--- src/rtl/tube_r3_dma_ctrl.sv ---
// Tube register 3 block-transfer sequencer (parasite side).
// Moves cfg_len bytes between parasite memory and tube FIFO register 3,
// servicing one (V=0) or two (V=1) bytes per synchronised PNMI request.
module tube_r3_dma_ctrl #(
  parameter int unsigned AW          = 16,
  parameter int unsigned LW          = 16,
  parameter int unsigned SYNC_STAGES = 2
) (
  input  logic          p_phi2,
  input  logic          p_rst,
  input  logic          start,
  input  logic          cfg_dir,
  input  logic          cfg_two_byte,
  input  logic [AW-1:0] cfg_base,
  input  logic [LW-1:0] cfg_len,
  input  logic          abort,
  input  logic          t_nmi_b,
  output logic          t_cs_b,
  output logic [2:0]    t_addr,
  output logic          t_rdnw,
  output logic [7:0]    t_wdata,
  input  logic [7:0]    t_rdata,
  output logic          mem_req,
  output logic          mem_we,
  output logic [AW-1:0] mem_addr,
  output logic [7:0]    mem_wdata,
  input  logic [7:0]    mem_rdata,
  input  logic          mem_ack,
  output logic          busy,
  output logic          done,
  output logic          err
);

  typedef enum logic [3:0] {
    S_IDLE,
    S_ARM,
    S_WAIT_REQ,
    S_T_RD,
    S_M_WR,
    S_M_RD,
    S_T_WR,
    S_NEXT,
    S_RELEASE,
    S_DONE
  } state_t;

  state_t                 state_q;
  logic [SYNC_STAGES-1:0] nmi_sync_q;
  logic [AW-1:0]          addr_q;
  logic [LW-1:0]          remaining_q;
  logic [1:0]             burst_q;
  logic                   dir_q;
  logic                   two_q;
  logic                   abort_q;
  logic [7:0]             data_q;
  logic                   t_cs_b_q;
  logic                   t_rdnw_q;
  logic                   mem_req_q;
  logic                   mem_we_q;
  logic                   busy_q;
  logic                   done_q;
  logic                   err_q;

  logic                   nmi_req;
  logic                   abort_now;
  logic [AW-1:0]          addr_d;
  logic [LW-1:0]          remaining_d;
  logic [1:0]             burst_d;

  // Request/abort qualification and per-byte counter arithmetic.
  always_comb begin
    nmi_req     = ~nmi_sync_q[SYNC_STAGES-1];
    abort_now   = abort | abort_q;
    addr_d      = addr_q + AW'(1);
    remaining_d = remaining_q - LW'(1);
    burst_d     = burst_q - 2'd1;
  end

  // PNMI synchroniser; idle (high) out of reset.
  always_ff @(posedge p_phi2 or posedge p_rst) begin
    if (p_rst) begin
      nmi_sync_q <= '1;
    end else begin
      nmi_sync_q <= {nmi_sync_q[SYNC_STAGES-2:0], t_nmi_b};
    end
  end

  // Transfer sequencer; every bus output is registered and set on entry to
  // the state that owns it. An abort is remembered in abort_q so an in-flight
  // memory cycle or tube strobe finishes before the sequencer heads to DONE.
  always_ff @(posedge p_phi2 or posedge p_rst) begin
    if (p_rst) begin
      state_q     <= S_IDLE;
      addr_q      <= '0;
      remaining_q <= '0;
      burst_q     <= '0;
      dir_q       <= 1'b0;
      two_q       <= 1'b0;
      abort_q     <= 1'b0;
      data_q      <= '0;
      t_cs_b_q    <= 1'b1;
      t_rdnw_q    <= 1'b1;
      mem_req_q   <= 1'b0;
      mem_we_q    <= 1'b0;
      busy_q      <= 1'b0;
      done_q      <= 1'b0;
      err_q       <= 1'b0;
    end else begin
      done_q <= 1'b0;
      if (abort && state_q != S_IDLE && state_q != S_DONE) begin
        abort_q <= 1'b1;
      end
      case (state_q)
        S_IDLE: begin
          abort_q <= 1'b0;
          if (start) begin
            if (cfg_len == '0 || (cfg_two_byte && cfg_len[0])) begin
              err_q  <= 1'b1;
              done_q <= 1'b1;
            end else begin
              addr_q      <= cfg_base;
              remaining_q <= cfg_len;
              dir_q       <= cfg_dir;
              two_q       <= cfg_two_byte;
              err_q       <= 1'b0;
              busy_q      <= 1'b1;
              state_q     <= S_ARM;
            end
          end
        end
        S_ARM: begin
          if (abort_now) begin
            busy_q  <= 1'b0;
            done_q  <= 1'b1;
            state_q <= S_DONE;
          end else begin
            state_q <= S_WAIT_REQ;
          end
        end
        S_WAIT_REQ: begin
          if (abort_now) begin
            busy_q  <= 1'b0;
            done_q  <= 1'b1;
            state_q <= S_DONE;
          end else if (nmi_req) begin
            burst_q <= two_q ? 2'd2 : 2'd1;
            if (dir_q) begin
              mem_req_q <= 1'b1;
              mem_we_q  <= 1'b0;
              state_q   <= S_M_RD;
            end else begin
              t_cs_b_q <= 1'b0;
              t_rdnw_q <= 1'b1;
              state_q  <= S_T_RD;
            end
          end
        end
        S_T_RD: begin
          data_q    <= t_rdata;
          t_cs_b_q  <= 1'b1;
          mem_req_q <= 1'b1;
          mem_we_q  <= 1'b1;
          state_q   <= S_M_WR;
        end
        S_M_WR: begin
          if (mem_ack) begin
            mem_req_q <= 1'b0;
            mem_we_q  <= 1'b0;
            state_q   <= S_NEXT;
          end
        end
        S_M_RD: begin
          if (mem_ack) begin
            mem_req_q <= 1'b0;
            data_q    <= mem_rdata;
            if (abort_now) begin
              busy_q  <= 1'b0;
              done_q  <= 1'b1;
              state_q <= S_DONE;
            end else begin
              t_cs_b_q <= 1'b0;
              t_rdnw_q <= 1'b0;
              state_q  <= S_T_WR;
            end
          end
        end
        S_T_WR: begin
          t_cs_b_q <= 1'b1;
          t_rdnw_q <= 1'b1;
          state_q  <= S_NEXT;
        end
        S_NEXT: begin
          addr_q      <= addr_d;
          remaining_q <= remaining_d;
          burst_q     <= burst_d;
          if (remaining_d == '0 || abort_now) begin
            busy_q  <= 1'b0;
            done_q  <= 1'b1;
            state_q <= S_DONE;
          end else if (burst_d != 2'd0) begin
            if (dir_q) begin
              mem_req_q <= 1'b1;
              mem_we_q  <= 1'b0;
              state_q   <= S_M_RD;
            end else begin
              t_cs_b_q <= 1'b0;
              t_rdnw_q <= 1'b1;
              state_q  <= S_T_RD;
            end
          end else begin
            state_q <= S_RELEASE;
          end
        end
        S_RELEASE: begin
          if (abort_now) begin
            busy_q  <= 1'b0;
            done_q  <= 1'b1;
            state_q <= S_DONE;
          end else if (!nmi_req) begin
            state_q <= S_WAIT_REQ;
          end
        end
        S_DONE: begin
          abort_q <= 1'b0;
          state_q <= S_IDLE;
        end
        default: state_q <= S_IDLE;
      endcase
    end
  end

  assign t_cs_b    = t_cs_b_q;
  assign t_addr    = 3'h5;
  assign t_rdnw    = t_rdnw_q;
  assign t_wdata   = data_q;
  assign mem_req   = mem_req_q;
  assign mem_we    = mem_we_q;
  assign mem_addr  = addr_q;
  assign mem_wdata = data_q;
  assign busy      = busy_q;
  assign done      = done_q;
  assign err       = err_q;

endmodule

--- config.mk ---
export PLATFORM = sky130hd
export DESIGN_NAME = tube_r3_dma_ctrl
export DESIGN_NICKNAME = d
export VERILOG_FILES = /design/src/rtl/tube_r3_dma_ctrl.sv
export SDC_FILE = /design/constraint.sdc
export NUM_CORES = 1
export LEC_CHECK = 0
export CAP_MARGIN = 30
export CORE_MARGIN = 1.5
export CORE_UTILIZATION = 53
export DETAILED_ROUTE_END_ITERATION = 7
export HOLD_SLACK_MARGIN = 0.06
export PLACE_DENSITY = 0.95
export SKIP_CTS_REPAIR_TIMING = 1
export SLEW_MARGIN = 15
export SYNTH_ARGS = -nofsm -noshare
export SYNTH_HDL_FRONTEND = slang
export SYNTH_SLANG_ARGS = --single-unit
--- constraint.sdc ---
create_clock -name p_phi2 -period 5.1 [get_ports p_phi2]
set_input_delay 1.02 -clock p_phi2 [delete_from_list [all_inputs] [get_ports p_phi2]]
set_output_delay 1.02 -clock p_phi2 [all_outputs]
set_load 0.02 [all_outputs]
==> impl_metrics.tcl, run 1 <==
set metrics [dict create \
    status "complete, but fails checks" \
    violations "DRC" \
    setup_viol 0 \
    post-route-period-util 0.690 \
    cp_slowest_stage_delay_ns 0.62 \
    vias_per_cell 6.30 \
    yosysWarnings 0 \
    end_kind "register" \
    firstDrtPassIters 8 \
    die_h_um 85.7 \
    area_growth_pct 30.1 \
    synth_ff_type "dfrtp_1" \
    antenna_found_initial 0 \
    r2r_slack_ns 2.13 \
    fmax_mhz 284 \
    overflow 0 \
    synthTopCellsByArea "dfrtp_1 (37%), a21oi_1 (6.4%), nor2_1 (6.1%)" \
    min_to "nmi_sync_q[1]" \
    num_vias 3728 \
    gr-usage-met3 0.0645 \
    rsz0062_at_grt "no" \
    drv_slew 0 \
    row_count 29 \
    route.detailed.drc 7 \
    core-area_um2 6460 \
    antenna_cells 0 \
    dieArea_um2 7340 \
    regToRegEndpoint "remaining_q[8]" \
    crit_required_ns 5.30 \
    drv_cap 0 \
    tightest_slew_ns 0.890 \
    cpMaxStageDelayCell "nand2_1" \
    hold_violations 0 \
    synth-async-reset-ratio 1.00 \
    grt_pass1_wl_um 16700 \
    hp-class "reg2reg" \
    finish.utilization 0.729 \
    synthDominantAreaCellType "dfrtp_1" \
    cts_inserted_buffers 9 \
    io_buffer_count 94 \
    crit_chain "clkdlybuf4s50_1, nor4_1, a41oi_1, nand2_1, buf_4, nand2_1, a21oi_1, a211oi_1" \
    avgSynthCellArea_um2 8.34 \
    place_congestion 0.925 \
    busiest_layer "met2" \
    drtIter0Drc 473 \
    critPathTopFamily "simple AND/OR/NAND/NOR gates" \
    ys_seq_elements 58 \
    drive_gt1_frac 0.0777 \
    ant_nets 0 \
    grtUsageMet1 0.358 \
    fin_crit_ns 3.52 \
    cp-start-kind "input port" \
    whs_ns 0.361 \
    p_leak_nw 1.80 \
    critical_path_cell_count 8 \
    ys_types 60 \
    fillers 454 \
    start_util 0.561 \
    grt_usage 0.285 \
    fin_tns_setup_ns 0 \
    timing.critical_path.mode_cell "nand2_1" \
    ff2ff_path_depth 7 \
    path_max_fanout 34 \
    cp_num_buf_inv 2 \
    skew_ns 0.0117 \
    ios 98 \
    dpl.hpwl_um 6970 \
    seqCellArea_um2 1460 \
    maxSlewHeadroom 0.405 \
    synth_edf_count 0 \
    cts_max_level 3 \
    r2r-start "state_q[1]" \
    grt_max_degree 59 \
    cts_buffer_depth 2 \
    p_per_area_nw_per_um2 587 \
    synthCells 434 \
    peakVddDrop_uv 362 \
    ys_seq_area_frac 0.402 \
    syn_area_um2 3620 \
    cts_tree "done" \
    hold_start "nmi_sync_q[0]" \
    nets 570 \
    grt_pass1_vias 3663 \
    hold_depth 0 \
    root_buffer "clkbuf_8" \
    grt_use_met2 0.468 \
    numClockSinks 58 \
    clk_transition_reported_paths_ns 0.07 \
    arrival_ns 3.72 \
    wl_per_cell_um 17.1 \
    drt-total-wl_um 10100 \
    multiInputGateArea_um2 1940 \
    clk-insertion-delay-late_ns 0.34 \
    synth_top_area_frac 0.373 \
    dieWidth_um 85.7 \
    path_class "in2reg" \
]
stage by stage:
stage                     cell area (um2)  instances  power (mW)  setup slack, ns
after floorplan                      3620        435        1.81             2.66
after global placement               4510        576        2.24             1.26
after detailed placement             4510        576        2.31             1.29
after CTS                            4710        592        2.75             1.62
after global routing                 4710        592        2.94             1.45
final                                4710        592        2.77             1.58
worst max-delay path by stage:
| stage | startpoint | end | slack, ns |
|---|---|---|---|
| after global routing | cfg_len[5] | remaining_q[8] | 1.45 |
| after floorplan | p_rst | abort_q | 2.66 |
| after detailed placement | cfg_len[5] | remaining_q[3] | 1.29 |
| after CTS | cfg_len[5] | remaining_q[8] | 1.62 |
| final | cfg_len[5] | remaining_q[8] | 1.58 |
| after global placement | cfg_len[3] | mem_addr[3] | 1.26 |
flip-flops by register name (all words and copies together), names as in the netlist, 2 cells and up:
| register | count |
|---|---|
| mem_wdata | 8 |
| burst_q | 2 |
| remaining_q | 16 |
| state_q | 4 |
| nmi_sync_q | 2 |
| mem_addr | 16 |
area by class of cell:
cell class              count  share of cell area
clock buffers              11              0.0300
flip-flops and latches     58               0.309
repair buffers             98               0.206
well taps                  77              0.0205
multi-input cells         330               0.412
inverters                  13              0.0104
clock inverters             5              0.0117
per-layer routing:
layer,routed length [um],vias to the layer above
met1,4110,1739
met5,0,-
met2,4770,237
met4,323,0
met3,906,33
li1,-,1719
synth_stat cells (all sizes together) (2+ instances only):
library cell,instances
a21boi,2
a32o,4
nor4,5
a41oi,2
a31oi,7
inv,13
and4,3
conb,2
o22ai,7
mux2i,10
nor3,6
dfrtp,54
clkbuf,11
ha,4
o31ai,6
nand2,49
buf,23
nand2b,4
a2111oi,2
a211oi,11
o21ai,29
and3b,2
nor2,60
and3,4
a311oi,9
or3,8
a21oi,46
and2,5
o211ai,4
nand4b,2
xnor2,2
a221oi,2
nor2b,2
dfstp,4
nand3,17
report_power, final:
group,internal (mW),switching (mW)
clock network,0.237,0.187
registers,0.680,0.304
logic,0.611,0.746
total,1.53,1.24
placed cells by master, fill, tap and decap left out, types with 3 or more instances in the layout:
master           instances
o211ai_1                 4
conb_1                   3
a31oi_1                  7
nor3_1                   5
a32o_1                   4
and2_1                   4
clkdlybuf4s50_1         94
a311oi_1                 9
o31ai_1                  5
dfstp_2                  4
nand2b_1                 4
and4_1                   3
o21ai_0                 28
nand3_1                 16
nor2_1                  58
and3_1                   4
ha_1                     4
dfrtp_1                 54
mux2i_1                 10
clkbuf_8                10
inv_1                   12
a21oi_1                 46
buf_4                    4
a211oi_1                11
nand2_1                 49
nor4_1                   4
or3_1                    6
o22ai_1                  7
kinds of logic (layout without fill, tap and decap cells):
| family | Yosys count | in the layout | synth area share |
|---|---|---|---|
| AND/OR/NAND/NOR | 174 | 174 | 0.243 |
| AO/OA/AOI/OAI | 137 | 137 | 0.243 |
| flip-flops | 58 | 58 | 0.402 |
| buffers and inverters | 47 | 127 | 0.0632 |
| multiplexers | 10 | 10 | 0.0276 |
| adder cells (fa/ha/maj) | 4 | 4 | 0.0138 |
| other | 2 | 3 | 0.00207 |
| XOR/XNOR | 2 | 2 | 0.00484 |
Power figures use the tool's default switching activity.
==> run 2: changes to the inputs <==
Settings changed: CORE_UTILIZATION 53 to 44, PLACE_DENSITY 0.95 to 0.88.
Clock period 5.1 ns to 2.9 ns, I/O delays scaled along.
==> run 2 against run 1 <==
The flow now finishes without violations. Combinational power grew 80%. Global-route usage shrank 5.3 points. Cell area grew 2.1%. Sequential power grew 72%. Utilization shrank 12 points. Critical path type is now reg2reg. Clock-buffer cell count grew 1. First-iteration DRC count shrank 29%. Setup slack lost 1.0 ns. Critical endpoint is now remaining_q[13]. Die area grew 20%.
==> impl_metrics.tcl, run 2 (same netlist as run 1, synthesis figures left out) <==
set metrics [dict create \
    overflow 0 \
    maxSlewHeadroom 0.539 \
    wl_per_cell_um 16.0 \
    dieWidth_um 93.7 \
    route.detailed.drc 0 \
    antenna_cells 0 \
    arrival_ns 2.59 \
    drt-total-wl_um 10000 \
    fin_tns_setup_ns 0 \
    clk-insertion-delay-late_ns 0.34 \
    numClockSinks 58 \
    layout_commonest_cell "clkdlybuf4s50_1" \
    start_util 0.461 \
    antenna_found_initial 0 \
    cp-start-kind "register" \
    drv_slew 0 \
    grt_pass1_wl_um 16200 \
    fin_crit_ns 2.36 \
    place_congestion 0.980 \
    cts_inserted_buffers 9 \
    grt_usage 0.232 \
    num_vias 3714 \
    final_design_area_no_fill_um2 4810 \
    setup_viol 0 \
    crit_required_ns 3.14 \
    cts_tree "done" \
    p_leak_nw 1.84 \
    firstDrtPassIters 5 \
    io_buffer_count 94 \
    die_h_um 93.7 \
    cts_buffer_depth 2 \
    multiInputGateArea_um2 1940 \
    dpl.hpwl_um 7290 \
    drv_cap 0 \
    grt_max_degree 34 \
    vias_per_cell 5.94 \
    end_kind "register" \
    post_dp_cell_area_um2 4610 \
    area_growth_pct 32.9 \
    clk_transition_reported_paths_ns 0.07 \
    root_buffer "clkbuf_8" \
    hold_violations 0 \
    row_count 32 \
    hp-class "reg2reg" \
    peakVddDrop_uv 512 \
    post-route-period-util 0.812 \
    layout_common_cells "clkdlybuf4s50_1 (94), nor2_1 (58), dfrtp_1 (54)" \
    core-area_um2 7850 \
    grt_pass1_vias 3535 \
    skew_ns 0.0122 \
    seqCellArea_um2 1460 \
    fmax_mhz 425 \
    path_class "reg2reg" \
    path_max_fanout 23 \
    status "complete, no violations" \
    p_per_area_nw_per_um2 1020 \
    drtIter0Drc 337 \
    ios 98 \
    fillers 663 \
    tightest_slew_ns 0.692 \
    drive_gt1_frac 0.0918 \
    nets 578 \
    cts_max_level 3 \
    dieArea_um2 8780 \
    ant_nets 0 \
    rsz0062_at_grt "no" \
]
==> run 2: worst max-delay path: stages (launching register included) <==
cell and delay (ns):
dfrtp_1 0.63, nor2_1 0.33, and3_1 0.32, nand2_1 0.11
nand2_1 0.26, buf_4 0.23, a21oi_1 0.08, a311oi_1 0.29
==> run 2: cell type report <==
class                   count  area share
clock buffers              12      0.0322
clock inverters             4      0.0104
flip-flops and latches     58       0.303
repair buffers            106       0.214
multi-input cells         330       0.404
inverters                  13      0.0101
well taps                 102      0.0265
==> run 2: per-stage QoR <==
step                utilization  setup WS (ns)  hold WS [ns]  power, mW  instances
floorplan                     -          0.899         0.345       3.19        435
global placement          0.587          0.341         0.348       4.01        609
detailed placement        0.587          0.254         0.355       4.11        609
CTS                       0.613          0.603         0.364       4.90        625
global route              0.613          0.355         0.366       5.22        625
finish                    0.613          0.545         0.360       4.91        625
==> run 2: final timing paths <==
path                               startpoint         endpoint  slack [ns]  cells after the start
worst max-delay path               state_q[1]  remaining_q[13]        0.54                      7
worst min-delay path            nmi_sync_q[0]    nmi_sync_q[1]        0.36                      0
worst max register to register     state_q[1]  remaining_q[13]        0.54                      7
worst min register to register  nmi_sync_q[0]    nmi_sync_q[1]        0.36                      0
max in group asynchronous               p_rst           t_cs_b        1.56                      3
min in group asynchronous               p_rst  remaining_q[14]        0.62                      2
==> run 2: routing by layer <==
layer / vias up / track usage / share of wire
li1: 1730 / - / -
met1: 1731 / 0.292 / 0.40
met2: 226 / 0.385 / 0.48
met3: 27 / 0.0405 / 0.094
met4: 0 / 0.113 / 0.026
met5: - / 0 / 0
==> run 2: power by group <==
part	internal [mW]	switching [mW]	total, mW
clock network	0.442	0.328	0.770
logic	1.11	1.34	2.45
registers	1.20	0.490	1.69
